[src/rtl/riscv_ctrl_pkg.sv]
// Shared encodings for the multicycle RISC-V control unit: FSM states, opcodes,
// instruction classes and ALU operation codes.
package riscv_ctrl_pkg;

    localparam int unsigned STATE_W  = 3;
    localparam int unsigned OPCODE_W = 7;
    localparam int unsigned FUNCT3_W = 3;
    localparam int unsigned ALUOP_W  = 2;
    localparam int unsigned CLASS_W  = 3;

    typedef enum logic [STATE_W-1:0] {
        ST_FETCH  = 3'd0,
        ST_DECODE = 3'd1,
        ST_EXEC   = 3'd2,
        ST_MEM    = 3'd3,
        ST_WB     = 3'd4,
        ST_TRAP   = 3'd5
    } ctrl_state_e;

    typedef enum logic [CLASS_W-1:0] {
        CLS_NONE  = 3'd0,
        CLS_RTYPE = 3'd1,
        CLS_ITYPE = 3'd2,
        CLS_LD    = 3'd3,
        CLS_SD    = 3'd4,
        CLS_BR    = 3'd5
    } instr_class_e;

    localparam logic [OPCODE_W-1:0] OP_RTYPE  = 7'b0110011;
    localparam logic [OPCODE_W-1:0] OP_ITYPE  = 7'b0010011;
    localparam logic [OPCODE_W-1:0] OP_LOAD   = 7'b0000011;
    localparam logic [OPCODE_W-1:0] OP_STORE  = 7'b0100011;
    localparam logic [OPCODE_W-1:0] OP_BRANCH = 7'b1100011;

    localparam logic [FUNCT3_W-1:0] F3_BEQ = 3'b000;
    localparam logic [FUNCT3_W-1:0] F3_BNE = 3'b001;

    localparam logic [ALUOP_W-1:0] ALUOP_ADD   = 2'b00;
    localparam logic [ALUOP_W-1:0] ALUOP_SUB   = 2'b01;
    localparam logic [ALUOP_W-1:0] ALUOP_FUNCT = 2'b10;

    // beq takes on zero, bne on non-zero; funct3[0] selects the sense.
    function automatic logic branch_taken(input logic zero, input logic [FUNCT3_W-1:0] funct3);
        return zero ^ funct3[0];
    endfunction

endpackage

[src/rtl/multicycle_control_unit_if.sv]
// Control bus between the multicycle control unit (master) and its datapath (slave).
interface multicycle_control_unit_if;
    import riscv_ctrl_pkg::*;

    logic [OPCODE_W-1:0] opcode;
    logic [FUNCT3_W-1:0] funct3;
    logic                zero;
    logic                mem_ready;

    logic                mem_req;
    logic                mem_we;
    logic                ir_write;
    logic                pc_write;
    logic                pc_src;
    logic                reg_write;
    logic                mem_to_reg;
    logic                alu_src;
    logic [ALUOP_W-1:0]  alu_op;
    logic                instr_done;
    logic                trap;
    logic [STATE_W-1:0]  state;

    modport master (
        input  opcode, funct3, zero, mem_ready,
        output mem_req, mem_we, ir_write, pc_write, pc_src, reg_write,
               mem_to_reg, alu_src, alu_op, instr_done, trap, state
    );

    modport slave (
        output opcode, funct3, zero, mem_ready,
        input  mem_req, mem_we, ir_write, pc_write, pc_src, reg_write,
               mem_to_reg, alu_src, alu_op, instr_done, trap, state
    );

endinterface

[src/rtl/instr_class_decoder.sv]
// Maps opcode/funct3 to an instruction class; anything unsupported decodes as illegal.
module instr_class_decoder
    import riscv_ctrl_pkg::*;
#(
    parameter int unsigned EN_ITYPE = 1,
    parameter int unsigned EN_BNE   = 1
) (
    input  logic [OPCODE_W-1:0] opcode_i,
    input  logic [FUNCT3_W-1:0] funct3_i,
    output instr_class_e        class_o,
    output logic                illegal_o
);

    always_comb begin
        class_o   = CLS_NONE;
        illegal_o = 1'b0;
        case (opcode_i)
            OP_RTYPE: class_o = CLS_RTYPE;
            OP_ITYPE: begin
                if (EN_ITYPE != 0) class_o = CLS_ITYPE;
            end
            OP_LOAD:  class_o = CLS_LD;
            OP_STORE: class_o = CLS_SD;
            OP_BRANCH: begin
                if (funct3_i == F3_BEQ || (EN_BNE != 0 && funct3_i == F3_BNE)) class_o = CLS_BR;
            end
            default:  class_o = CLS_NONE;
        endcase
        illegal_o = (class_o == CLS_NONE);
    end

endmodule

[src/rtl/multicycle_control_unit.sv]
// Multicycle RISC-V control FSM: FETCH/DECODE/EXEC/MEM/WB with memory-wait
// timeout and an absorbing TRAP state.
module multicycle_control_unit
    import riscv_ctrl_pkg::*;
#(
    parameter int unsigned MEM_TIMEOUT = 15,
    parameter int unsigned EN_ITYPE    = 1,
    parameter int unsigned EN_BNE      = 1
) (
    input  logic                       clk,
    input  logic                       rst,
    multicycle_control_unit_if.master  bus
);

    // Counter only needs to reach MEM_TIMEOUT-1: the cycle that would reach the limit traps instead.
    localparam int unsigned CNT_W    = (MEM_TIMEOUT < 2) ? 1 : $clog2(MEM_TIMEOUT);
    localparam int unsigned TMO_LAST = (MEM_TIMEOUT == 0) ? 0 : MEM_TIMEOUT - 1;

    ctrl_state_e        state_q, state_d;
    instr_class_e       class_q, class_d;
    logic [CNT_W-1:0]   wait_q, wait_d;

    instr_class_e       dec_class;
    logic               dec_illegal;
    logic               timeout_hit_c;

    logic               mem_req_c;
    logic               mem_we_c;
    logic               ir_write_c;
    logic               pc_write_c;
    logic               pc_src_c;
    logic               reg_write_c;
    logic               mem_to_reg_c;
    logic               alu_src_c;
    logic [ALUOP_W-1:0] alu_op_c;
    logic               instr_done_c;
    logic               trap_c;

    instr_class_decoder #(
        .EN_ITYPE (EN_ITYPE),
        .EN_BNE   (EN_BNE)
    ) u_decoder (
        .opcode_i  (bus.opcode),
        .funct3_i  (bus.funct3),
        .class_o   (dec_class),
        .illegal_o (dec_illegal)
    );

    always_ff @(posedge clk or posedge rst) begin
        if (rst) begin
            state_q <= ST_FETCH;
            class_q <= CLS_NONE;
            wait_q  <= '0;
        end else begin
            state_q <= state_d;
            class_q <= class_d;
            wait_q  <= wait_d;
        end
    end

    // Next state and control outputs; outputs depend on mem_ready in FETCH/MEM.
    always_comb begin
        state_d       = state_q;
        class_d       = class_q;
        wait_d        = wait_q;
        mem_req_c     = 1'b0;
        mem_we_c      = 1'b0;
        ir_write_c    = 1'b0;
        pc_write_c    = 1'b0;
        pc_src_c      = 1'b0;
        reg_write_c   = 1'b0;
        mem_to_reg_c  = 1'b0;
        alu_src_c     = 1'b0;
        alu_op_c      = ALUOP_ADD;
        instr_done_c  = 1'b0;
        trap_c        = 1'b0;
        timeout_hit_c = (MEM_TIMEOUT != 0) && (wait_q == CNT_W'(TMO_LAST));

        case (state_q)
            ST_FETCH: begin
                mem_req_c = 1'b1;
                if (bus.mem_ready) begin
                    ir_write_c = 1'b1;
                    pc_write_c = 1'b1;
                    state_d    = ST_DECODE;
                end else if (timeout_hit_c) begin
                    state_d = ST_TRAP;
                end else begin
                    wait_d = wait_q + CNT_W'(1);
                end
            end
            ST_DECODE: begin
                class_d = dec_class;
                state_d = dec_illegal ? ST_TRAP : ST_EXEC;
            end
            ST_EXEC: begin
                case (class_q)
                    CLS_RTYPE: begin
                        alu_op_c = ALUOP_FUNCT;
                        state_d  = ST_WB;
                    end
                    CLS_ITYPE: begin
                        alu_src_c = 1'b1;
                        alu_op_c  = ALUOP_FUNCT;
                        state_d   = ST_WB;
                    end
                    CLS_LD, CLS_SD: begin
                        alu_src_c = 1'b1;
                        alu_op_c  = ALUOP_ADD;
                        state_d   = ST_MEM;
                    end
                    CLS_BR: begin
                        alu_op_c     = ALUOP_SUB;
                        pc_write_c   = branch_taken(bus.zero, bus.funct3);
                        pc_src_c     = branch_taken(bus.zero, bus.funct3);
                        instr_done_c = 1'b1;
                        state_d      = ST_FETCH;
                    end
                    default: state_d = ST_TRAP;
                endcase
            end
            ST_MEM: begin
                mem_req_c = 1'b1;
                mem_we_c  = (class_q == CLS_SD);
                if (bus.mem_ready) begin
                    if (class_q == CLS_SD) begin
                        instr_done_c = 1'b1;
                        state_d      = ST_FETCH;
                    end else begin
                        state_d = ST_WB;
                    end
                end else if (timeout_hit_c) begin
                    state_d = ST_TRAP;
                end else begin
                    wait_d = wait_q + CNT_W'(1);
                end
            end
            ST_WB: begin
                reg_write_c  = 1'b1;
                mem_to_reg_c = (class_q == CLS_LD);
                instr_done_c = 1'b1;
                state_d      = ST_FETCH;
            end
            ST_TRAP: begin
                trap_c = 1'b1;
            end
            default: state_d = ST_TRAP;
        endcase

        // Every state change starts a fresh wait window.
        if (state_d != state_q) wait_d = '0;

        // Outputs are silenced while reset is held, even though the state already reads FETCH.
        if (rst) begin
            mem_req_c    = 1'b0;
            mem_we_c     = 1'b0;
            ir_write_c   = 1'b0;
            pc_write_c   = 1'b0;
            pc_src_c     = 1'b0;
            reg_write_c  = 1'b0;
            mem_to_reg_c = 1'b0;
            alu_src_c    = 1'b0;
            alu_op_c     = ALUOP_ADD;
            instr_done_c = 1'b0;
            trap_c       = 1'b0;
        end
    end

    assign bus.mem_req    = mem_req_c;
    assign bus.mem_we     = mem_we_c;
    assign bus.ir_write   = ir_write_c;
    assign bus.pc_write   = pc_write_c;
    assign bus.pc_src     = pc_src_c;
    assign bus.reg_write  = reg_write_c;
    assign bus.mem_to_reg = mem_to_reg_c;
    assign bus.alu_src    = alu_src_c;
    assign bus.alu_op     = alu_op_c;
    assign bus.instr_done = instr_done_c;
    assign bus.trap       = trap_c;
    assign bus.state      = state_q;

endmodule

[src/flat_wrapper.sv]
// flat-port wrapper written by rule: the top's interface ports become plain ports
module multicycle_control_unit_flat import riscv_ctrl_pkg::*;
#(
    parameter int unsigned MEM_TIMEOUT = 15,
    parameter int unsigned EN_ITYPE    = 1,
    parameter int unsigned EN_BNE      = 1
)
  (clk, rst, bus_opcode, bus_funct3, bus_zero, bus_mem_ready, bus_mem_req, bus_mem_we, bus_ir_write, bus_pc_write, bus_pc_src, bus_reg_write, bus_mem_to_reg, bus_alu_src, bus_alu_op, bus_instr_done, bus_trap, bus_state);
  multicycle_control_unit_if bus_i ();
  input  logic clk;
  input  logic rst;
  input wire logic [$bits(bus_i.opcode)-1:0] bus_opcode;
  input wire logic [$bits(bus_i.funct3)-1:0] bus_funct3;
  input wire logic [$bits(bus_i.zero)-1:0] bus_zero;
  input wire logic [$bits(bus_i.mem_ready)-1:0] bus_mem_ready;
  output wire logic [$bits(bus_i.mem_req)-1:0] bus_mem_req;
  output wire logic [$bits(bus_i.mem_we)-1:0] bus_mem_we;
  output wire logic [$bits(bus_i.ir_write)-1:0] bus_ir_write;
  output wire logic [$bits(bus_i.pc_write)-1:0] bus_pc_write;
  output wire logic [$bits(bus_i.pc_src)-1:0] bus_pc_src;
  output wire logic [$bits(bus_i.reg_write)-1:0] bus_reg_write;
  output wire logic [$bits(bus_i.mem_to_reg)-1:0] bus_mem_to_reg;
  output wire logic [$bits(bus_i.alu_src)-1:0] bus_alu_src;
  output wire logic [$bits(bus_i.alu_op)-1:0] bus_alu_op;
  output wire logic [$bits(bus_i.instr_done)-1:0] bus_instr_done;
  output wire logic [$bits(bus_i.trap)-1:0] bus_trap;
  output wire logic [$bits(bus_i.state)-1:0] bus_state;
  assign bus_i.opcode = bus_opcode;
  assign bus_i.funct3 = bus_funct3;
  assign bus_i.zero = bus_zero;
  assign bus_i.mem_ready = bus_mem_ready;
  assign bus_mem_req = bus_i.mem_req;
  assign bus_mem_we = bus_i.mem_we;
  assign bus_ir_write = bus_i.ir_write;
  assign bus_pc_write = bus_i.pc_write;
  assign bus_pc_src = bus_i.pc_src;
  assign bus_reg_write = bus_i.reg_write;
  assign bus_mem_to_reg = bus_i.mem_to_reg;
  assign bus_alu_src = bus_i.alu_src;
  assign bus_alu_op = bus_i.alu_op;
  assign bus_instr_done = bus_i.instr_done;
  assign bus_trap = bus_i.trap;
  assign bus_state = bus_i.state;
  multicycle_control_unit #(.MEM_TIMEOUT(MEM_TIMEOUT), .EN_ITYPE(EN_ITYPE), .EN_BNE(EN_BNE)) u_core (.clk(clk), .rst(rst), .bus(bus_i));
endmodule
[config.mk]
export PLATFORM = sky130hd
export DESIGN_NAME = multicycle_control_unit_flat
export DESIGN_NICKNAME = d
export VERILOG_FILES = /design/src/rtl/riscv_ctrl_pkg.sv /design/src/rtl/multicycle_control_unit_if.sv /design/src/rtl/instr_class_decoder.sv /design/src/rtl/multicycle_control_unit.sv /design/src/flat_wrapper.sv
export SDC_FILE = /design/constraint.sdc
export NUM_CORES = 1
export LEC_CHECK = 0
export ABC_AREA = 1
export CAP_MARGIN = 20
export CORE_ASPECT_RATIO = 1.1
export CORE_MARGIN = 10
export CORE_UTILIZATION = 48
export DETAILED_ROUTE_END_ITERATION = 10
export GPL_TIMING_DRIVEN = 0
export PLACE_DENSITY = 0.83
export SLEW_MARGIN = 20
export SYNTH_ARGS = -nofsm -noshare
export SYNTH_HDL_FRONTEND = slang
export SYNTH_SLANG_ARGS = --single-unit
[constraint.sdc]
create_clock -name clk -period 2.34 [get_ports clk]
set_input_delay 0.468 -clock clk [delete_from_list [all_inputs] [get_ports clk]]
set_output_delay 0.468 -clock clk [all_outputs]
set_load 0.01 [all_outputs]
==> flow_summary.ini <==
[status]
status = finished, final reports clean

[synthesis]
synthTopCellsByCount = nand2_1 (39), nor2_1 (23), inv_1 (18), nand3_1 (13), dfrtp_1 (10)
synthAdderAreaFrac_pct = 2.85
synth_cell_types = 26
yosys_warnings = 0
synthTopCellsByArea = dfrtp_1 (29%), nand2_1 (17%), nor2_1 (9.8%)
syn_area_per_cell_um2 = 6.22
yosys.area_share.simple_pct = 46.8
async_reset_ff_share_pct = 100
yosysSeqAreaShare_pct = 28.5
synth_top_family_by_area = simple AND/OR/NAND/NOR gates
yosys.area.top_type = dfrtp_1
synth_nets = 157
synth_compound_area_share_pct = 8.84
synth-edff-count = 0
synth-main-ff-cell = dfrtp_1
ys_seq_elements = 10
synthMuxAreaShare_pct = 0
post_synth_xor_area_fraction_pct = 3.99
postSynthCellCount = 141
synth.top_cell.area_share_pct = 28.5
yosysMostFrequentCell = nand2_1
syn_area_um2 = 877

[setup_path]
crit_type = flip-flop to primary output
crit_fanout = 7
end_kind = primary output
reg2regPathDepth = 9
r2r-start = u_core.bus.state[1]
r2r_end = u_core.wait_q[3]
cp.required_ps = 1870
rrSetupSlack_ps = 630
cp_data_arrival_time_ps = 1780
critPathLaunchType = flip-flop

[die]
die_w_um = 60.8
die_h_um = 64.8
io_pins = 29
initial_utilization_pct = 49.8
coreArea_um2 = 1760
placementRows = 16
die_area_um2 = 3940

[drt]
drc = 0
ant_nets = 0
drt_wl_total_um = 2910
via_per_inst = 5.45
first_pass_iters = 4
drtIter0Drc = 69
routedWlPerCell_um = 14.3
route.vias.total = 1111

[global_route]
grt_pass1_wl_um = 4510
grt_pass1_vias = 1026
antenna_found_initial = 0
grt_remaining_overflow = 0
grt_max_degree = 12
grtUsageTotal_pct = 14.3

[sta]
slew-limit-headroom_pct = 80.9
hold_ws_ps = 225
fin_crit_sh_pct = 96.2
skew_ps = 14.3
setup_viol = 0
finalMaxSlewViolations = 0
worst_slew_pin_slew_ps = 286
period_minus_slack_ps = 2250
fmax_mhz = 444
hold_viol = 0

[cts]
cts_hold_buffers = 0
numClockSinks = 10
ctsRootBufferMaster = clkbuf_4
cts_buffers = 3
clk_latency_ps = 290
cts_tree = built
clk_pin_slew_ps = 90
h-tree-depth = 1
clockBufferDepth = 2

[run]
drv_cap = 0

[placed_design]
placed_cell_area_um2 = 1170
dpl.hpwl_um = 2080
place_inst = 186
place_congestion = 0.889
placement.io_buffers = 27

[pwr]
p_per_area_nw_per_um2 = 292
p_sw_share_pct = 24.9
p_leak_nw = 0.793
internal_power_w = 0.000299
switchingPower_w = 0.0000992
max-vdd-ir-drop_v = 0.000254
pwr-share-seq_pct = 43.4
total_power_w = 0.000398
combPwrFrac_pct = 14.1
clockPowerShare_pct = 42.5

[worst_hold_path]
min_path_type = input port to asynchronous set/reset pin

[layout]
final_area_um2 = 1360
fin_cells = 204
fin_util_pct = 77.3
drive_above_1_share_pct = 21.5
final_nets = 203
insertedDiodeCount = 0
area_delta_synth_final_pct = 55.2
critical path, cell delays in order, from the launching register on:
cell,delay (ps)
dfrtp_2,480
buf_4,170
nor3_4,210
nand2_1,120
nor2_2,120
a211o_1,120
dlygate4sd2_1,280
kinds of logic after synthesis:
logic type	Yosys count
compound gates	13
xor+xnor	4
fa+ha+maj	2
buf+inv	21
flops	10
simple gates	91
area by class of cell:
| type | count | area [µm²] |
|---|---|---|
| timing repair buffer | 41 | 380 |
| clock buffer | 4 | 36.3 |
| inverter | 20 | 81.3 |
| multi-input combinational | 110 | 583 |
| fill | 141 | 400 |
| buffer | 1 | 5.00 |
| tap | 18 | 22.5 |
| sequential | 10 | 253 |
state kept, by name (all words and copies together) (netlist names):
name              flops
u_core.wait_q         4
u_core.class_q        3
u_core.bus.state      3
worst max path at each step:
stage                                    from        endpoint  slack (ps)  cells past startpoint
final                     u_core.bus.state[2]  bus_instr_done          90                      6
after detailed placement        bus_mem_ready    bus_pc_write        -130                      6
after CTS                                 rst   bus_alu_op[1]         -70                      5
after global routing      u_core.bus.state[1]        bus_trap         -10                      4
after floorplan           u_core.bus.state[0]  bus_instr_done         540                      6
after global placement          bus_mem_ready    bus_pc_write        -120                      6
cells in the final DEF (no fill, tap or decap), drive strengths merged:
cell type | synthesis | layout
a211o | 1 | 1
a21oi | 1 | 1
a31oi | 1 | 1
buf | 0 | 14
clkbuf | 1 | 5
clkdlybuf4s50 | 0 | 16
clkinvlp | 0 | 1
dfrtp | 10 | 10
dlygate4sd2 | 0 | 6
dlymetal6s2s | 0 | 5
ha | 2 | 2
inv | 20 | 19
nand2 | 40 | 40
nand3 | 15 | 15
nand4 | 1 | 1
nor2 | 27 | 27
nor3 | 6 | 6
nor3b | 1 | 1
o2111ai | 1 | 1
o21ai | 7 | 7
o22ai | 1 | 1
o31ai | 1 | 1
or4 | 1 | 1
xor2 | 4 | 4
what timing repair did:
item,in CTS,in global routing
setup buffers,3,11
pin swaps,2,1
endpoints found under the setup margin,11,7
gates resized for setup,13,14
metal layers:
layer | vias up | GRT usage (%) | part of all wire, %
met5 | - | 0 | 0
met4 | 0 | 6.32 | 3.5
met3 | 12 | 4.29 | 7.2
met2 | 41 | 25.5 | 53
met1 | 514 | 14.7 | 36
li1 | 544 | - | -
stage by stage:
step                TNS, ps  worst slack [ps]
finish                    0              89.2
global route          -10.3             -10.3
CTS                    -119             -70.8
detailed placement     -276              -128
global placement       -198              -122
floorplan                 0               536
power groups by stage:
stage	clock network, W	logic, W	registers (W)
6_report	0.000169	0.0000561	0.000173
5_1_grt	0.000178	0.0000611	0.000173
4_1_cts	0.000168	0.0000466	0.000173
3_5_place_dp	0	0.0000463	0.000176
3_3_place_gp	0	0.0000452	0.000176
2_1_floorplan	0	0.0000190	0.000176
Note: power is estimated with default switching activity, not from simulation.
